$ cat src/rtl/cpu_mem_arbiter_if.sv
// cpu_mem_arbiter_if: CPU instruction/data ports and shared memory bus seen by the arbiter
interface cpu_mem_arbiter_if;
    logic [31:0] imem_addr;
    logic [3:0]  imem_rmask;
    logic [31:0] imem_rdata;
    logic        imem_resp;
    logic [31:0] dmem_addr;
    logic [3:0]  dmem_rmask;
    logic [3:0]  dmem_wmask;
    logic [31:0] dmem_wdata;
    logic [31:0] dmem_rdata;
    logic        dmem_resp;
    logic        mem_req;
    logic        mem_ready;
    logic        mem_we;
    logic [31:0] mem_addr;
    logic [3:0]  mem_mask;
    logic [31:0] mem_wdata;
    logic        mem_rvalid;
    logic [31:0] mem_rdata;
    logic        proto_err;

    modport slave (
        input  imem_addr, imem_rmask, dmem_addr, dmem_rmask, dmem_wmask, dmem_wdata,
               mem_ready, mem_rvalid, mem_rdata,
        output imem_rdata, imem_resp, dmem_rdata, dmem_resp,
               mem_req, mem_we, mem_addr, mem_mask, mem_wdata, proto_err
    );

    modport master (
        output imem_addr, imem_rmask, dmem_addr, dmem_rmask, dmem_wmask, dmem_wdata,
               mem_ready, mem_rvalid, mem_rdata,
        input  imem_rdata, imem_resp, dmem_rdata, dmem_resp,
               mem_req, mem_we, mem_addr, mem_mask, mem_wdata, proto_err
    );
endinterface

$ cat src/rtl/cpu_mem_arbiter.sv
// cpu_mem_arbiter: serves CPU imem/dmem ports from one memory bus, one transaction at a time
module cpu_mem_arbiter #(
    parameter int unsigned STARVE_LIMIT = 4
) (
    input logic               clk,
    input logic               rst,
    cpu_mem_arbiter_if.slave  bus
);
    typedef enum logic [1:0] {IDLE, REQ, WAIT, RESP} state_t;

    localparam logic [3:0] LIMIT = 4'(STARVE_LIMIT);

    state_t      state_q;
    logic [3:0]  starve_q;
    logic        owner_q;
    logic        mem_req_q;
    logic        mem_we_q;
    logic [31:0] mem_addr_q;
    logic [3:0]  mem_mask_q;
    logic [31:0] mem_wdata_q;
    logic [31:0] imem_rdata_q;
    logic [31:0] dmem_rdata_q;
    logic        imem_resp_q;
    logic        dmem_resp_q;
    logic        proto_err_q;

    logic        imem_pend;
    logic        dmem_pend;
    logic        dmem_we;
    logic        grant_dmem_d;
    logic [3:0]  starve_d;
    logic [31:0] addr_d;
    logic [3:0]  mask_d;

    // Arbitration: dmem wins unless imem has been passed over STARVE_LIMIT times in a row
    always_comb begin
        imem_pend    = bus.imem_rmask != 4'b0;
        dmem_pend    = (bus.dmem_rmask | bus.dmem_wmask) != 4'b0;
        dmem_we      = bus.dmem_wmask != 4'b0;
        grant_dmem_d = dmem_pend && !(imem_pend && starve_q == LIMIT);
        addr_d       = (grant_dmem_d ? bus.dmem_addr : bus.imem_addr) & 32'hFFFF_FFFC;
        mask_d       = grant_dmem_d ? (dmem_we ? bus.dmem_wmask : bus.dmem_rmask) : bus.imem_rmask;
        starve_d     = !grant_dmem_d ? 4'd0 :
                       (imem_pend && starve_q != LIMIT) ? starve_q + 4'd1 : starve_q;
    end

    // Transaction FSM with all bus and CPU outputs registered
    always_ff @(posedge clk or negedge rst) begin
        if (!rst) begin
            state_q      <= IDLE;
            starve_q     <= '0;
            owner_q      <= 1'b0;
            mem_req_q    <= 1'b0;
            mem_we_q     <= 1'b0;
            mem_addr_q   <= '0;
            mem_mask_q   <= '0;
            mem_wdata_q  <= '0;
            imem_rdata_q <= '0;
            dmem_rdata_q <= '0;
            imem_resp_q  <= 1'b0;
            dmem_resp_q  <= 1'b0;
            proto_err_q  <= 1'b0;
        end else begin
            if (bus.mem_rvalid && state_q != WAIT)
                proto_err_q <= 1'b1;
            case (state_q)
                IDLE: begin
                    if (imem_pend || dmem_pend) begin
                        owner_q     <= grant_dmem_d;
                        mem_req_q   <= 1'b1;
                        mem_we_q    <= grant_dmem_d && dmem_we;
                        mem_addr_q  <= addr_d;
                        mem_mask_q  <= mask_d;
                        mem_wdata_q <= grant_dmem_d ? bus.dmem_wdata : 32'd0;
                        starve_q    <= starve_d;
                        state_q     <= REQ;
                    end
                end
                REQ: begin
                    if (bus.mem_ready) begin
                        mem_req_q <= 1'b0;
                        state_q   <= WAIT;
                    end
                end
                WAIT: begin
                    if (bus.mem_rvalid) begin
                        if (!mem_we_q && owner_q)
                            dmem_rdata_q <= bus.mem_rdata;
                        if (!owner_q)
                            imem_rdata_q <= bus.mem_rdata;
                        imem_resp_q <= !owner_q;
                        dmem_resp_q <= owner_q;
                        state_q     <= RESP;
                    end
                end
                RESP: begin
                    imem_resp_q <= 1'b0;
                    dmem_resp_q <= 1'b0;
                    state_q     <= IDLE;
                end
                default: state_q <= IDLE;
            endcase
        end
    end

    assign bus.mem_req    = mem_req_q;
    assign bus.mem_we     = mem_we_q;
    assign bus.mem_addr   = mem_addr_q;
    assign bus.mem_mask   = mem_mask_q;
    assign bus.mem_wdata  = mem_wdata_q;
    assign bus.imem_rdata = imem_rdata_q;
    assign bus.dmem_rdata = dmem_rdata_q;
    assign bus.imem_resp  = imem_resp_q;
    assign bus.dmem_resp  = dmem_resp_q;
    assign bus.proto_err  = proto_err_q;
endmodule

$ cat src/flat_wrapper.sv
// flat-port wrapper written by rule: the top's interface ports become plain ports
module cpu_mem_arbiter_flat 
#(
    parameter int unsigned STARVE_LIMIT = 4
)
  (clk, rst, bus_imem_addr, bus_imem_rmask, bus_dmem_addr, bus_dmem_rmask, bus_dmem_wmask, bus_dmem_wdata, bus_mem_ready, bus_mem_rvalid, bus_mem_rdata, bus_imem_rdata, bus_imem_resp, bus_dmem_rdata, bus_dmem_resp, bus_mem_req, bus_mem_we, bus_mem_addr, bus_mem_mask, bus_mem_wdata, bus_proto_err);
  cpu_mem_arbiter_if bus_i ();
  input logic clk;
  input logic rst;
  input wire logic [$bits(bus_i.imem_addr)-1:0] bus_imem_addr;
  input wire logic [$bits(bus_i.imem_rmask)-1:0] bus_imem_rmask;
  input wire logic [$bits(bus_i.dmem_addr)-1:0] bus_dmem_addr;
  input wire logic [$bits(bus_i.dmem_rmask)-1:0] bus_dmem_rmask;
  input wire logic [$bits(bus_i.dmem_wmask)-1:0] bus_dmem_wmask;
  input wire logic [$bits(bus_i.dmem_wdata)-1:0] bus_dmem_wdata;
  input wire logic [$bits(bus_i.mem_ready)-1:0] bus_mem_ready;
  input wire logic [$bits(bus_i.mem_rvalid)-1:0] bus_mem_rvalid;
  input wire logic [$bits(bus_i.mem_rdata)-1:0] bus_mem_rdata;
  output wire logic [$bits(bus_i.imem_rdata)-1:0] bus_imem_rdata;
  output wire logic [$bits(bus_i.imem_resp)-1:0] bus_imem_resp;
  output wire logic [$bits(bus_i.dmem_rdata)-1:0] bus_dmem_rdata;
  output wire logic [$bits(bus_i.dmem_resp)-1:0] bus_dmem_resp;
  output wire logic [$bits(bus_i.mem_req)-1:0] bus_mem_req;
  output wire logic [$bits(bus_i.mem_we)-1:0] bus_mem_we;
  output wire logic [$bits(bus_i.mem_addr)-1:0] bus_mem_addr;
  output wire logic [$bits(bus_i.mem_mask)-1:0] bus_mem_mask;
  output wire logic [$bits(bus_i.mem_wdata)-1:0] bus_mem_wdata;
  output wire logic [$bits(bus_i.proto_err)-1:0] bus_proto_err;
  assign bus_i.imem_addr = bus_imem_addr;
  assign bus_i.imem_rmask = bus_imem_rmask;
  assign bus_i.dmem_addr = bus_dmem_addr;
  assign bus_i.dmem_rmask = bus_dmem_rmask;
  assign bus_i.dmem_wmask = bus_dmem_wmask;
  assign bus_i.dmem_wdata = bus_dmem_wdata;
  assign bus_i.mem_ready = bus_mem_ready;
  assign bus_i.mem_rvalid = bus_mem_rvalid;
  assign bus_i.mem_rdata = bus_mem_rdata;
  assign bus_imem_rdata = bus_i.imem_rdata;
  assign bus_imem_resp = bus_i.imem_resp;
  assign bus_dmem_rdata = bus_i.dmem_rdata;
  assign bus_dmem_resp = bus_i.dmem_resp;
  assign bus_mem_req = bus_i.mem_req;
  assign bus_mem_we = bus_i.mem_we;
  assign bus_mem_addr = bus_i.mem_addr;
  assign bus_mem_mask = bus_i.mem_mask;
  assign bus_mem_wdata = bus_i.mem_wdata;
  assign bus_proto_err = bus_i.proto_err;
  cpu_mem_arbiter #(.STARVE_LIMIT(STARVE_LIMIT)) u_core (.clk(clk), .rst(rst), .bus(bus_i));
endmodule
$ cat config.mk
export PLATFORM = sky130hd
export DESIGN_NAME = cpu_mem_arbiter_flat
export DESIGN_NICKNAME = d
export VERILOG_FILES = /design/src/rtl/cpu_mem_arbiter_if.sv /design/src/rtl/cpu_mem_arbiter.sv /design/src/flat_wrapper.sv
export SDC_FILE = /design/constraint.sdc
export NUM_CORES = 1
export LEC_CHECK = 0
export CORE_ASPECT_RATIO = 1.4
export CORE_MARGIN = 2
export CORE_UTILIZATION = 36
export DETAILED_ROUTE_END_ITERATION = 16
export PLACE_DENSITY = 0.81
export SETUP_SLACK_MARGIN = 0.4
export SYNTH_ARGS = -nofsm -noshare
export SYNTH_HDL_FRONTEND = slang
export SYNTH_SLANG_ARGS = --single-unit
$ cat constraint.sdc
create_clock -name clk -period 4.2 [get_ports clk]
set_input_delay 0.63 -clock clk [delete_from_list [all_inputs] [get_ports clk]]
set_output_delay 0.63 -clock clk [all_outputs]
set_load 0.01 [all_outputs]
* Word-level counts from Yosys, hierarchy flattened
Cells that the tools add are included.
** Storage, ports and cells
- Register bits :: 142
- Word-level logic and storage cells :: 66
** Operators by class
- $add $sub $neg :: 1
- Eq/ne operators :: 10
- Multiplexer cells :: 17
- Bitwise gates (word level) :: 2
- Reductions and logical operators :: 23
** Operators with widths (number)
- 32-bit 2-to-1 mux :: 2
- 4-bit 2-to-1 mux :: 4
- 3-bit AND reduction :: 5
- 4-bit nonzero test :: 3
- 2-bit inequality test (second input constant) :: 4
- 2-bit one-hot mux with 4 select lines :: 1
- 1-bit logical AND :: 6
- 2-bit 2-to-1 mux :: 3
- 1-bit one-hot mux with 2 select lines :: 3
- 4-bit by 1-bit adder with 4-bit output (second input constant) :: 1
- 2-bit equality test (second input constant) :: 2
- 4-bit by 3-bit equality test with 1-bit output (second input constant) :: 1
- 1-bit 2-to-1 mux :: 4
- 4-bit by 3-bit inequality test with 1-bit output (second input constant) :: 1
- 4-bit bitwise OR :: 1
- 2-bit AND reduction :: 2
- 2-bit nonzero test :: 2
- 1-bit logical NOT :: 3
- 2-bit by 1-bit equality test with 1-bit output (second input constant) :: 1
- 2-bit logical NOT :: 1
- 2-bit by 1-bit inequality test with 1-bit output (second input constant) :: 1
- 1-bit logical OR :: 1
- 1-bit inverter :: 1

* Depth between registers and ports, before layout
Gate-level depths: netlist (run 1).
- Word-level depth :: 6
- Gate-level depth with buffers :: 8
- Gate-level depth less buffers :: 6

* Worst setup path after synthesis (run 1)
OpenSTA, ideal clock, no wires.
- Path kind :: input to register
- From :: input bus_imem_rmask[0]
- To :: register u_core.state_q[1]
- Data arrival time :: 2.241 ns
- Required time :: 4.075 ns
- Setup slack :: 1.834 ns
- Cell stages on the path :: 5
- Buffers on the path :: 1
- Cell sequence :: or4_1 > buf_2 > or4_4 > o211ai_2 > mux2_2
** On the way
- Cells in the longest elaborated chain, start to end :: 4
** RTL lines
- from (decl) :: RTL line flat_wrapper.sv:11 : input wire logic [$bits(bus_i.imem_rmask)-1:0] bus_imem_rmask;
- 4-bit nonzero test :: RTL line cpu_mem_arbiter.sv:37 : imem_pend = bus.imem_rmask != 4'b0;
- 1-bit logical OR :: RTL line cpu_mem_arbiter.sv:68 : if (imem_pend || dmem_pend) begin
- 2-bit by 1-bit inequality test with 1-bit output (no line)
- 3-bit AND reduction (no line)
- to (signal assigned) :: RTL line cpu_mem_arbiter.sv:50 : state_q <= IDLE;
- to (signal assigned) :: RTL line cpu_mem_arbiter.sv:76 : state_q <= REQ;
- to (signal assigned) :: RTL line cpu_mem_arbiter.sv:82 : state_q <= WAIT;
- to (decl) :: RTL line cpu_mem_arbiter.sv:13 : state_t state_q;
No other way between the ends.
A chain may end at the register's enable or synchronous reset.

* Worst setup path in the final report (run 1)
- From :: input bus_imem_rmask[0]
- To :: register u_core.mem_req_q (netlist: u_core.bus.mem_req)
** On the way
- Cells in the longest elaborated chain, start to end :: 4
** RTL lines
- 4-bit nonzero test :: RTL line cpu_mem_arbiter.sv:37
- 1-bit logical OR :: RTL line cpu_mem_arbiter.sv:68
- 2-bit by 1-bit inequality test with 1-bit output (no line)
- 3-bit AND reduction (no line)
- to (signal assigned) :: RTL line cpu_mem_arbiter.sv:53 : mem_req_q <= 1'b0;
- to (signal assigned) :: RTL line cpu_mem_arbiter.sv:70 : mem_req_q <= 1'b1;
- to (signal assigned) :: RTL line cpu_mem_arbiter.sv:81 : mem_req_q <= 1'b0;
- to (decl) :: RTL line cpu_mem_arbiter.sv:16 : logic mem_req_q;
No other way between the ends.

==> out/results.ini, run 1 <==
[status]
status = complete, no violations

[clocking]
cts_root_buf = clkbuf_16
clock_sinks = 142
worst_skew_pair.late_latency_ps = 410
cts_setup_buffers = 0
tritoncts = built
cts-resized-gates = 0
clk_path_buf_depth = 2
cts_hold_buffers = 0
h-tree-depth = 4
cts_inserted_buffers = 17
path_clk_slew_ps = 60

[timing]
period_needed_ps = 2690
finalSetupViolCount = 0
hold_violations = 0
grt_setup_unrepaired = no
clock.fmax_mhz = 372
period_share_pct = 64.1
maxSlewViolCount = 0
finClkSkew_ps = 12.8
fin_ws_ps = 1510
worst_slew_pin_slew_ps = 809
relSlewSlack_pct = 46.1
hold_ws_ps = 299
tns_ps = 0

[yosys]
seq_area_frac_synth_pct = 60.0
syn_inst = 499
yosys.area.top_type = dfrtp_1
synth-edff-count = 0
ys.flop_type = dfrtp_1
ys_async_sr_fraction_pct = 100
synth_area_sq_um = 5920
synth_top_area_share_pct = 60.0
syn_avg_cell_area_sq_um = 11.9
synth_area_leaders = dfrtp_1 (60%), mux2_2 (12%), nand2_1 (6.7%), mux2i_1 (5.4%), o21ai_0 (4.6%)
ys_ff_latch = 142
ys_warn_count = 0
synth.distinct_cells = 37

[power]
peakVddDrop_mv = 0.371
p_leak_nw = 4.26
intPower_mw = 4.62
pwr-share-comb_pct = 44.5
pwr-share-clk_pct = 21.0
switching_share_pct = 32.9
switchingPower_mw = 2.26
pwr-share-seq_pct = 34.5
powerDensity_nw_per_um2 = 731
finalPower_mw = 6.89

[drt]
routedWlPerCell_um = 15.4
avgViaCountPerCell = 4.72
dr.pass1.iters = 4
drcViolationCount = 0
antenna_left = 0
vias = 4643
drt_iter0_markers = 181
totalWireLength_mm = 15.1

[grt]
grt_max_degree = 89
globalRouteOverflowTotal = 0
antenna_found_initial = 0
grt_pass1_wl_mm = 24.2
grt_usage_pct = 17.4
grt_pass1_vias = 4755

[finish]
fin_util_pct = 58.5
final_cell_mix = clkdlybuf4s50_1 (273), dfrtp_1 (142), nand2_1 (106)
final_common_cell = clkdlybuf4s50_1
layout.nets = 921
area_growth_pct = 59.0
diodes = 0
drive_above_1_share_pct = 14.2
instances_no_fill = 983
design_area_sq_um = 9420

[die]
die_w_um = 112
row_count = 55
dieArea_sq_um = 17500
io_pins = 281
fp.coreArea_sq_um = 16100
start_util_pct = 36.8
die_h_um = 156

[setup_path]
cp-start-kind = primary input
required_ps = 4490
cpMaxStageDelayCell = or4_1
reg2reg_to = u_core.state_q[1]
r2r_start = u_core.state_q[0]
crit_path_max_incr_delay_ps = 720
critPathKind = primary input to flip-flop
crit_arrival_ps = 2980
reg2reg_slack_ps = 2140
startpoint = bus_imem_rmask[0]
crit_path_cell_trace = clkdlybuf4s50_1 -> or4_1 -> o31ai_4 -> buf_4 -> nor2b_1 -> o2bb2ai_1
cp_max_fo = 74
critPathCapture = u_core.bus.mem_req
r2r_cells = 6
end_kind = flip-flop

[placed_design]
gp_congestion = 0.761
placed_area_sq_um = 8840
dpl.hpwl_mm = 11.2
io_buffers = 274
post-place-ws_ps = 1080
placed_cells = 951

[min_path]
worstHoldPathType = primary input to asynchronous set/reset pin

[flow_run]
maxCapViolCount = 0

[Yosys cell counts (2+ instances only)]
master	number
a211oi_1	5
a21o_1	2
buf_2	8
buf_4	8
clkbuf_1	14
dfrtp_1	142
ha_1	6
inv_1	6
mux2_2	65
mux2i_1	32
nand2_1	106
nor2_1	6
nor2b_1	2
o21ai_0	55
o21ai_1	14
o31ai_1	5
or4_1	3
[sequential cells by signal (all words and copies together), names as in the netlist, 2 cells and up]
register               cells
u_core.bus.dmem_rdata     32
u_core.bus.imem_rdata     32
u_core.bus.mem_addr       30
u_core.bus.mem_mask        4
u_core.bus.mem_wdata      32
u_core.starve_q            4
u_core.state_q             2
[logic make-up after synthesis]
group | after synthesis | share of synthesized area [%]
AO/OA/AOI/OAI | 89 | 8.85
adder cells (fa/ha/maj) | 6 | 1.27
buffers and inverters | 37 | 3.02
flip-flops | 142 | 60.0
multiplexers | 97 | 17.8
other | 1 | 0.0633
AND/OR/NAND/NOR | 127 | 9.00
[final cells by class]
| cell class | instances | area, sq um |
|---|---|---|
| clock buffer | 19 | 443 |
| sequential | 142 | 3550 |
| clock inverter | 13 | 131 |
| timing repair buffer | 283 | 2820 |
| inverter | 6 | 22.5 |
| multi-input combinational | 321 | 2190 |
| tap | 199 | 249 |
| fill | 1395 | 6690 |
[critical path, delay by kind of cell]
kind | cells | cell delay, ps
compound gates | 2 | 400
buf+inv | 2 | 1000
simple gates | 2 | 930
[worst min path at each step]
stage | start | to | slack (ps)
global placement | u_core.bus.proto_err | u_core.bus.proto_err | 440
floorplan | rst | u_core.bus.dmem_rdata[0] | 330
finish | rst | u_core.bus.imem_rdata[12] | 300
CTS | rst | u_core.bus.dmem_rdata[4] | 320
global route | rst | u_core.bus.dmem_rdata[17] | 340
detailed placement | u_core.bus.proto_err | u_core.bus.proto_err | 450
[power groups by stage]
stage	logic [mW]	clock network [mW]	registers, mW
finish	3.06	1.45	2.38
global route	3.34	1.56	2.46
CTS	3.12	1.49	2.38
floorplan	1.14	0	2.68
detailed placement	3.12	0	2.41
global placement	3.06	0	2.36
[routing by layer]
layer	up-vias	part of all wire [%]	GRT usage [%]
met5	-	0	0
met1	2163	38	19.1
met4	0	1.3	5.11
met2	197	53	32.2
li1	2271	-	-
met3	12	8.1	5.52
No activity file was read; power rests on OpenSTA's default activity.
==> run 2: changes to the inputs <==
- PLACE_DENSITY: 0.81 -> 0.84
- clock period: 4.2 -> 2.2 ns (I/O delays scaled with it)
==> run 2 against run 1 <==
Cell count grew 6.8%. Routed wire length rose by 25%. Cell area up 12%. Sequential power grew 93%. Critical path type is now flip-flop to flip-flop.
==> out/results.ini, run 2 (synthesis results as in run 1) <==
[setup_path]
crit_path_max_incr_delay_ps = 340  ; was 720 ps
critPathKind = flip-flop to flip-flop  ; was primary input to flip-flop
worst_path_dominant_cell_family = buffers and inverters  ; unchanged
critPathBufInv = 4  ; was 2
cp-start-kind = flip-flop  ; was primary input
end_kind = flip-flop  ; unchanged
crit_arrival_ps = 2120  ; was 2980 ps
cp_max_fo = 4  ; was 74
cpMaxStageDelayCell = dfrtp_1  ; was or4_1
crit_path_cell_trace = inv_1 -> ha_2 -> and3b_2 -> a22oi_2 -> buf_6 -> clkbuf_16 -> buf_6 -> mux2i_1 -> o21ai_1  ; was clkdlybuf4s50_1 -> or4_1 -> o31ai_4 -> buf_4 -> nor2b_1 -> o2bb2ai_1
cp_common_cell = buf_6
required_ps = 2490  ; was 4490 ps

[placed_design]
dpl.hpwl_mm = 12.8  ; was 11.2 mm
gp_congestion = 0.769  ; was 0.761
io_buffers = 274  ; unchanged
placed_cells = 985  ; was 951

[timing]
maxSlewViolCount = 0  ; unchanged
grt_setup_unrepaired = yes  ; was no
finalSetupViolCount = 0  ; unchanged
hold_violations = 0  ; unchanged
relSlewSlack_pct = 65.0  ; was 46.1%
finClkSkew_ps = 13.6  ; was 12.8 ps
clock.fmax_mhz = 545
period_share_pct = 83.4
period_needed_ps = 1830
tns_ps = 0  ; unchanged
worst_slew_pin_slew_ps = 525  ; was 809 ps

[die]
start_util_pct = 36.8  ; unchanged
dieArea_sq_um = 17500  ; unchanged
io_pins = 281  ; unchanged
row_count = 55  ; unchanged
die_w_um = 112  ; unchanged
die_h_um = 156  ; unchanged
fp.coreArea_sq_um = 16100  ; unchanged

[drt]
met3_length_mm = 1.60  ; was 1.22 mm
antenna_left = 0  ; unchanged
drcViolationCount = 0  ; unchanged
wl_met2_mm = 10.0  ; was 8.00 mm
top_layer_used = met4  ; unchanged
vias = 5136  ; was 4643
avgViaCountPerCell = 4.89  ; was 4.72
routedWlPerCell_um = 18.0  ; was 15.4 um
wl_met1_mm = 6.95  ; was 5.69 mm
totalWireLength_mm = 18.9  ; was 15.1 mm
dr.pass1.iters = 5  ; was 4
drt_iter0_markers = 224  ; was 181

[grt]
grt_pass1_wl_mm = 27.3  ; was 24.2 mm
globalRouteOverflowTotal = 0  ; unchanged
antenna_found_initial = 0  ; unchanged
grt_pass1_vias = 5369  ; was 4755
grt_max_degree = 54  ; was 89
grt_usage_pct = 20.0  ; was 17.4%

[status]
status = complete, no violations  ; unchanged

[finish]
drive_above_1_share_pct = 26.0  ; was 14.2%
instances_no_fill = 1050  ; was 983
fillers = 1191  ; was 1395
final_cell_mix = clkdlybuf4s50_1 (261), dfrtp_1 (142), nand2_1 (97)  ; was clkdlybuf4s50_1 (273), dfrtp_1 (142), nand2_1 (106)
final_common_cell = clkdlybuf4s50_1  ; unchanged
area_growth_pct = 77.6  ; was 59.0%
layout.nets = 988  ; was 921
diodes = 0  ; unchanged

[clocking]
cts_root_buf = clkbuf_16  ; unchanged
path_clk_slew_ps = 70  ; was 60 ps
clock_sinks = 142  ; unchanged
worst_skew_pair.late_latency_ps = 420  ; was 410 ps
h-tree-depth = 4  ; unchanged
cts_inserted_buffers = 17  ; unchanged
tritoncts = built  ; unchanged
clk_path_buf_depth = 2  ; unchanged

[min_path]
worstHoldPathType = primary input to flip-flop  ; was primary input to asynchronous set/reset pin

[power]
peakVddDrop_mv = 0.793  ; was 0.371 mV
powerDensity_nw_per_um2 = 1440  ; was 731 nW/um^2
p_leak_nw = 4.80  ; was 4.26 nW

[flow_run]
maxCapViolCount = 0  ; unchanged

## run 2: worst paths after layout
| path | startpoint | endpoint | slack, ps | depth (start not counted) |
|---|---|---|---|---|
| setup / recovery | u_core.starve_q[0] | u_core.bus.mem_addr[15] | 370 | 9 |
| hold / removal | bus_imem_rmask[3] | u_core.bus.mem_mask[3] | 250 | 3 |
| setup reg to reg | u_core.starve_q[0] | u_core.bus.mem_addr[15] | 370 | 9 |
| hold reg to reg | u_core.bus.proto_err | u_core.bus.proto_err | 460 | 1 |
| max in group asynchronous | rst | u_core.bus.dmem_rdata[16] | 1040 | 3 |
| min in group asynchronous | rst | u_core.bus.dmem_rdata[27] | 450 | 2 |
## run 2: metal layers
layer	vias up	GRT usage (%)
met2	250	36.2
li1	2402	-
met1	2457	21.5
met3	27	7.23
met4	0	6.62
met5	-	0
## run 2: where the power goes
part | internal (mW) | switching, mW | leakage, nW
clock | 1.73 | 1.28 | 0.300
combinational | 4.44 | 3.10 | 2.76
sequential | 3.89 | 0.714 | 1.74
## run 2: layout make-up
class	count	area, sq um	area share [%]
repair buffers	350	3710	35.3
flip-flops and latches	142	3550	33.8
multi-input cells	321	2360	22.5
clock buffers	17	425	4.05
well taps	199	249	2.37
clock inverters	15	190	1.81
inverters	6	22.5	0.214
## run 2: what timing repair did
item                                   CTS  global route
hold buffers                             1             0
resized for setup                       27            75
pin swaps                                6            22
cloned                                   2            10
setup endpoints to repair               74            64
endpoints found under the hold margin   50             0
buffers inserted                        13             7
## run 2: through the flow
stage          util, %  total power, mW  area (sq um)  hold WS (ps)  worst slack [ps]
2_1_floorplan        -             7.41          5980          34.4               184
3_3_place_gp      57.6             10.9          9270           326              -261
3_5_place_dp      57.6             11.2          9270           330              -275
4_1_cts           62.8             14.5         10100           373               377
5_1_grt           65.3             16.0         10500           263               278
6_report          65.3             15.2         10500           246               366
## run 2: worst min-delay path: cells and delay by family
family / cells / cell delay [ps]
AND/OR/NAND/NOR: 1 / 110
buffers and inverters: 1 / 100
AO/OA/AOI/OAI: 1 / 70
